### src/rtl/sub_serial4_pkg.sv
// sub_serial4_pkg: shared constants for the nibble-serial subtractor (slice width, FSM encodings).
// Rev 1.0
`default_nettype none

package sub_serial4_pkg;

    localparam int NIB = 4;

    localparam logic [1:0] ST_IDLE = 2'd0;
    localparam logic [1:0] ST_RUN  = 2'd1;
    localparam logic [1:0] ST_DONE = 2'd2;

endpackage

`default_nettype wire

### src/rtl/sub_serial4_sub4.sv
// sub4: combinational 4-bit subtract-with-borrow slice built from rippled full subtractors.
// Rev 1.0
`default_nettype none

module sub4
    import sub_serial4_pkg::*;
(
    input  logic [NIB-1:0] a,
    input  logic [NIB-1:0] b,
    input  logic           bin,
    output logic [NIB-1:0] so,
    output logic           bo
);

    logic [NIB:0] bw_chain;

    assign bw_chain[0] = bin;

    for (genvar i = 0; i < NIB; i++) begin : g_bit
        assign so[i]         = a[i] ^ b[i] ^ bw_chain[i];
        assign bw_chain[i+1] = (~a[i] & b[i]) | (~(a[i] ^ b[i]) & bw_chain[i]);
    end

    assign bo = bw_chain[NIB];

endmodule

`default_nettype wire

### src/rtl/sub_serial4.sv
// sub_serial4: N-bit a - b - bin computed one nibble per clock, LSB nibble first.
// Optional signed-overflow output enabled by defining SUB_SIGNED_OVF_EN. Rev 1.0
`default_nettype none

module sub_serial4
    import sub_serial4_pkg::*;
#(
    parameter int N = 8
) (
    input  logic         clk,
    input  logic         rst,
    input  logic         start,
    input  logic [N-1:0] a,
    input  logic [N-1:0] b,
    input  logic         bin,
    output logic         busy,
    output logic         done,
    output logic [N-1:0] so,
    output logic         bo
`ifdef SUB_SIGNED_OVF_EN
    ,
    output logic         ovf
`endif
);

    localparam int NNIB = N / NIB;
    localparam int KW   = $clog2(NNIB) + 1;
    localparam logic [KW-1:0] K_LAST = KW'(NNIB - 1);

    logic [1:0]    state_q,  state_d;
    logic [KW-1:0] k_q,      k_d;
    logic [N-1:0]  a_q,      a_d;
    logic [N-1:0]  b_q,      b_d;
    logic          borrow_q, borrow_d;
    logic [N-1:0]  so_q,     so_d;
    logic          bo_q,     bo_d;
    logic          ovf_q,    ovf_d;

    logic [NIB-1:0] a_nib;
    logic [NIB-1:0] b_nib;
    logic [NIB-1:0] so_nib;
    logic           bo_nib;

    always_comb begin
        a_nib = '0;
        b_nib = '0;
        for (int j = 0; j < NNIB; j++) begin
            if (k_q == KW'(j)) begin
                a_nib = a_q[j*NIB +: NIB];
                b_nib = b_q[j*NIB +: NIB];
            end
        end
    end

    sub4 u_sub4 (
        .a   (a_nib),
        .b   (b_nib),
        .bin (borrow_q),
        .so  (so_nib),
        .bo  (bo_nib)
    );

    always_comb begin
        state_d  = state_q;
        k_d      = k_q;
        a_d      = a_q;
        b_d      = b_q;
        borrow_d = borrow_q;
        so_d     = so_q;
        bo_d     = bo_q;
        ovf_d    = ovf_q;

        case (state_q)
            ST_IDLE, ST_DONE: begin
                // DONE accepts a start exactly like IDLE so back-to-back ops lose no cycle.
                if (start) begin
                    a_d      = a;
                    b_d      = b;
                    borrow_d = bin;
                    k_d      = '0;
                    state_d  = ST_RUN;
                end else begin
                    state_d  = ST_IDLE;
                end
            end
            ST_RUN: begin
                for (int j = 0; j < NNIB; j++) begin
                    if (k_q == KW'(j)) begin
                        so_d[j*NIB +: NIB] = so_nib;
                    end
                end
                borrow_d = bo_nib;
                if (k_q == K_LAST) begin
                    bo_d    = bo_nib;
                    // so[N-1] is being written this cycle, so take it from the slice.
                    ovf_d   = (a_q[N-1] != b_q[N-1]) && (so_nib[NIB-1] != a_q[N-1]);
                    state_d = ST_DONE;
                end else begin
                    k_d = k_q + KW'(1);
                end
            end
            default: state_d = ST_IDLE;
        endcase
    end

    always_ff @(posedge clk) begin
        if (rst) begin
            state_q  <= ST_IDLE;
            k_q      <= '0;
            a_q      <= '0;
            b_q      <= '0;
            borrow_q <= 1'b0;
            so_q     <= '0;
            bo_q     <= 1'b0;
            ovf_q    <= 1'b0;
        end else begin
            state_q  <= state_d;
            k_q      <= k_d;
            a_q      <= a_d;
            b_q      <= b_d;
            borrow_q <= borrow_d;
            so_q     <= so_d;
            bo_q     <= bo_d;
            ovf_q    <= ovf_d;
        end
    end

    assign busy = (state_q == ST_RUN);
    assign done = (state_q == ST_DONE);
    assign so   = so_q;
    assign bo   = bo_q;

`ifdef SUB_SIGNED_OVF_EN
    assign ovf = ovf_q;
`else
    logic unused_ovf;
    assign unused_ovf = ovf_q;
`endif

endmodule

`default_nettype wire

### config.mk
export PLATFORM = sky130hd
export DESIGN_NAME = sub_serial4
export DESIGN_NICKNAME = d
export VERILOG_FILES = /design/src/rtl/sub_serial4_pkg.sv /design/src/rtl/sub_serial4_sub4.sv /design/src/rtl/sub_serial4.sv
export SDC_FILE = /design/constraint.sdc
export NUM_CORES = 1
export LEC_CHECK = 0
export CAP_MARGIN = 20
export CORE_ASPECT_RATIO = 1.25
export CORE_MARGIN = 2
export CORE_UTILIZATION = 44
export CTS_CLUSTER_SIZE = 24
export DETAILED_ROUTE_END_ITERATION = 6
export PLACE_DENSITY = 0.81
export REMOVE_ABC_BUFFERS = 1
export SYNTH_ARGS = -nofsm -noshare
export SYNTH_HDL_FRONTEND = slang
export SYNTH_SLANG_ARGS = --single-unit
### constraint.sdc
create_clock -name clk -period 2.72 [get_ports clk]
set_input_delay 0.68 -clock clk [delete_from_list [all_inputs] [get_ports clk]]
set_output_delay 0.68 -clock clk [all_outputs]
set_load 0.05 [all_outputs]
Word-level counts from Yosys, hierarchy flattened:

Index checks and enable logic that the tools add are counted.

* bits in registers: 30
* input bits: 20
* logic and storage cells: 64

* bitwise logic cells: 28
* multiplexer cells: 12
* reduce and logical (&&, ||, !) cells: 9
* add/sub/neg operators: 1
* eq/ne operators: 6

Operators with widths (count)
* two-way mux 4 bit: 4
* AND 1 bit: 8
* NOT 1 bit: 8
* case mux 2 bit (2 select lines): 2
* AND reduction 2 bit: 4
* bitwise XOR 1 bit: 8
* two-way mux 2 bit: 3
* equality test 2 x 1 -> 1 bit, second input constant: 2
* logical NOT 2 bit: 2
* inequality test 2 bit, second input constant: 2
* OR 1 bit: 4
* AND reduction 3 bit: 1
* adder 2 x 1 -> 2 bit, second input constant: 1
* equality test 2 bit, second input constant: 1
* two-way mux 1 bit: 2
* inequality test 2 x 1 -> 1 bit, second input constant: 1
* case mux 1 bit (2 select lines): 1
* nonzero test 2 bit: 1
* OR reduction 2 bit: 1

Logic depth before layout (Yosys ltp):

* depth after elaboration: 14
* gate-level depth with buffers: 14

Cells and area by module:

Synthesis repeated with hierarchy kept, for this count alone.

* cells, all modules: 170
* area, all modules: 1463.9 µm²

Modules (own cells, without submodules)
* sub_serial4: instances 1, area each 1346.3 µm², seq. area each 600.6 µm², cells an instance 156
* sub4: instances 1, area each 117.6 µm², seq. area each 0.0 µm², cells an instance 14

Worst setup path after synthesis:

OpenSTA, ideal clock, no wires.

* path type: flip-flop to flip-flop
* start point: register k_q[1]
* end point: register so_q[7], in the netlist so[7]
* library setup time: 86 ps
* buffers on the path: 2
* period minus slack after synthesis: 2756 ps
* stages on the path, launching flop included: 14
* path slack: -36 ps
* arrival time: 2671 ps
* path through: dfxtp_1 -> inv_1 -> ha_1 -> buf_2 -> clkbuf_1 -> nand2_1 -> o21ai_0 -> fa_1 -> inv_1 -> fa_1 -> fa_1 -> inv_1 -> fa_1 -> a211oi_1

* longest elaborated chain between the ends: 12

Ends and longest elaborated chain
* start: declaration: RTL line sub_serial4.sv:31 `logic [KW-1:0] k_q, k_d;`
* start signal: assignment: RTL line sub_serial4.sv:118 `k_q <= k_d;`
* logical NOT 2 bit: RTL line sub_serial4.sv:48 `if (k_q == KW'(j)) begin`
* two-way mux 4 bit (2 in a row): RTL line sub_serial4.sv:48
* bitwise XOR 1 bit: RTL line sub_serial4_sub4.sv:21 `assign bw_chain[i+1] = (~a[i] & b[i]) | (~(a[i] ^ b[i]) & bw_chain[i]);`
* NOT 1 bit: RTL line sub_serial4_sub4.sv:21
* AND 1 bit: RTL line sub_serial4_sub4.sv:21
* OR 1 bit: RTL line sub_serial4_sub4.sv:21
* AND 1 bit: RTL line sub_serial4_sub4.sv:21
* OR 1 bit: RTL line sub_serial4_sub4.sv:21
* AND 1 bit: RTL line sub_serial4_sub4.sv:21
* OR 1 bit: RTL line sub_serial4_sub4.sv:21
* bitwise XOR 1 bit: RTL line sub_serial4_sub4.sv:20 `assign so[i] = a[i] ^ b[i] ^ bw_chain[i];`
* end signal: assignment: RTL line sub_serial4.sv:113 `so_q <= '0;`
* end signal: assignment: RTL line sub_serial4.sv:122 `so_q <= so_d;`
* end: declaration: RTL line sub_serial4.sv:35 `logic [N-1:0] so_q, so_d;`

Parallel ways exist; a longest one is shown, timed or not.
A chain may end at the register's enable or synchronous reset.

Final worst setup path:

* start point: register k_q[0]
* end point: register so_q[7], in the netlist so[7]

The elaborated chain is that of the path after synthesis.

==> impl_results.md <==
- Clock power share: 26.1%
- Routed len/inst: 12.1 um
- Max cap viols: 0
- Root buf cell: clkbuf_4
- Drt initial violations: 33
- Worst setup margin: 119 ps
- Antenna Cells: 0
- Top-count cell post-synth: nand2_1
- H-tree depth: 2
- Worst-path fanout max: 4
- Synth Area in Adders: ~8%
- Cells after synthesis: 162
- WP data required: 2980 ps
- Pwr dens: 579 nW/um2
- Standby leakage power: 0.674 nW
- Worst slack at placement: -36.3 ps
- Grt ovf: 0
- Area growth from synthesis to layout: 35.1%
- GRT Total Usage: 18.1%
- P_int: 0.718 mW
- Asr flop ratio synth: 0%
- Initial core utilization: between 40% and 50%
- Largest family of logic cells by synthesized area: simple AND/OR/NAND/NOR gates
- Synth Area in Simple Gates: 23.3%
- Clock sink total: 30
- Status: complete, no violations
- First-pass GRT wire length: about 4500 um
- Setup Skew: 4.84 ps
- Vias per cell: 4.97
- Crit path kind: reg2reg
- Final-stage net count: 222
- Die area: approximately 3500 um2
- Ys flop type: dfxtp_1
- Area leader, netlist: dfxtp_1
- Worst-Margin Slew: roughly 500 ps
- Post-synth EDFFs: 0
- Final worst path period need: 2600 ps
- Syn avg cell area: slightly above 8 um2
- Largest net degree at the start of global routing: 31
- Input/output buffers: 30
- CTS tree: yes
- Core box area: around 3000 um2
- Rel. slew slack: between 60 and 70%
- Vias in the first global route: 1026
- Gp weighted congestion: 0.734
- Placement Rows: 22
- Mux share of post-synthesis cell area: about 3.8%
- Clock tree buffer depth: 2
- Net load switching power: 0.317 mW
- Post-synth top cells: nand2_1, dfxtp_1, a21oi_1
- CP arrival: 2860 ps
- Die W: 53.1 um
- Layout cell share with drive strength beyond 1: between 10 and 15%
- Combinational share of power: 26.6%
- Final Max Slew Viols: 0
- Startpoint types: flop
- Total CTS buffers: 5
- Clk pin slew, worst setup/hold paths: 90 ps
- Initial antenna violation count: 0
- Xor/xnor share of the synthesized area: 0%
- Die height: 65.3 um
- Clock Latency Late Sink: roughly 330 ps
- Synth top area share: 45.4%
- CTS Hold Bufs: 0
- Synth Register Bits: 30
- Antenna Nets Post-Route: 0
- Design Power: 1.04 mW
- Area contributors post-synth: dfxtp_1, nand2_1, a21oi_1
- Post-DP HPWL: 2020 um
- Worst hold-check path type: reg2reg
- Switch share: 30.6%
- Tcrit/Tclk final: 95.6%
- DRT Wirelength: 2820 um
- Pre-antenna DRT Iters: 4
- Synth Area in Compound Gates: 13.3%
- Sequential fraction of the synthesis area: ~45%
- Peak VDD IR: 423 uV
- Final setup viols: 0
- Library cells used by synthesis: 25
- YS warnings: 0
- Ports: 31
- Post-Syn Area: 1320 um2
- Final hold violation count: 0
- Via count: 1157
- Max Clock Freq: about 0.38 GHz
- # DRC: 0
- Flop pwr share: a little under half
- CP endpoint kind: flop
[cells by family after synthesis]
| kind of cell | count (synthesis) |
|---|---|
| AO/OA/AOI/OAI | 32 |
| adder cells (fa/ha/maj) | 6 |
| buffers and inverters | 17 |
| flip-flops | 30 |
| multiplexers | 5 |
| AND/OR/NAND/NOR | 72 |
[power by group through the flow]
stage                     Combinational, mW  Clock [mW]  Sequential [mW]
after floorplan                       0.117           0            0.527
after global placement                0.240           0            0.497
after detailed placement              0.250           0            0.498
after CTS                             0.251       0.278            0.489
after global routing                  0.307       0.301            0.493
final                                 0.276       0.271            0.489
[layer usage]
metal / vias up / part of all wire (%) / track usage (%)
met5: - / 0 / 0
met4: 0 / 3.0 / 9.62
met3: 7 / 5.6 / 6.82
met2: 29 / 51 / 30.0
met1: 526 / 40 / 19.7
li1: 595 / - / -
[worst max-delay path, cell delays in order, from the launching register on]
cell and delay, ps:
dfxtp_2 350, inv_1 80, ha_4 180, nand2_1 100, nor2_2 50, a21oi_2 130
fa_2 200, inv_1 50, fa_2 330, fa_2 340, inv_2 70, fa_1 430
a211oi_2 220
[placed cells by master (no fill, tap or decap), types with 3 or more instances in the layout]
master,count
mux2i_1,5
clkbuf_4,5
nand2_1,47
fa_2,3
buf_4,9
o21ai_0,3
clkdlybuf4s50_1,30
nor2_1,13
inv_1,4
a21oi_1,21
dfxtp_1,28
[path summary, 6_finish.rpt]
check,start,end,slack (ps),depth (start not counted)
max,k_q[0]$_SDFFE_PP0P_,so[7]$_SDFFE_PP0P_,120,12
min,a_q[5]$_SDFFE_PP0P_,a_q[5]$_SDFFE_PP0P_,460,2
max reg2reg,k_q[0]$_SDFFE_PP0P_,so[7]$_SDFFE_PP0P_,120,12
min reg2reg,a_q[5]$_SDFFE_PP0P_,a_q[5]$_SDFFE_PP0P_,460,2
[flip-flops by register name (all words and copies together), names as in the netlist]
register  flops
a_q           8
so            8
bo            1
borrow_q      1
b_q           8
k_q           2
state_q       2
[layout make-up]
cell class | instances | area (um2)
inverters | 5 | 18.8
clock buffers | 7 | 55.1
clock inverters | 1 | 5.00
repair buffers | 39 | 368
fillers | 269 | 1130
flip-flops and latches | 30 | 603
multi-input cells | 115 | 693
well taps | 36 | 45.0
[stage by stage]
stage               hold WS (ps)  std cells  TNS, ps  util (%)  area [um2]
finish                       461        233        0      61.3        1790
global route                 485        233    -23.7      61.3        1790
CTS                          463        231        0      59.0        1720
detailed placement           451        223    -68.1      56.8        1660
global placement             448        223        0      56.8        1660
floorplan                    431        150        0         -        1260
[what timing repair did]
action,in CTS,in global routing
resized for setup,2,14
pin swaps,0,2
buffers inserted,0,2
endpoints found under the setup margin,2,3
Note: power is estimated with default switching activity, not from simulation.
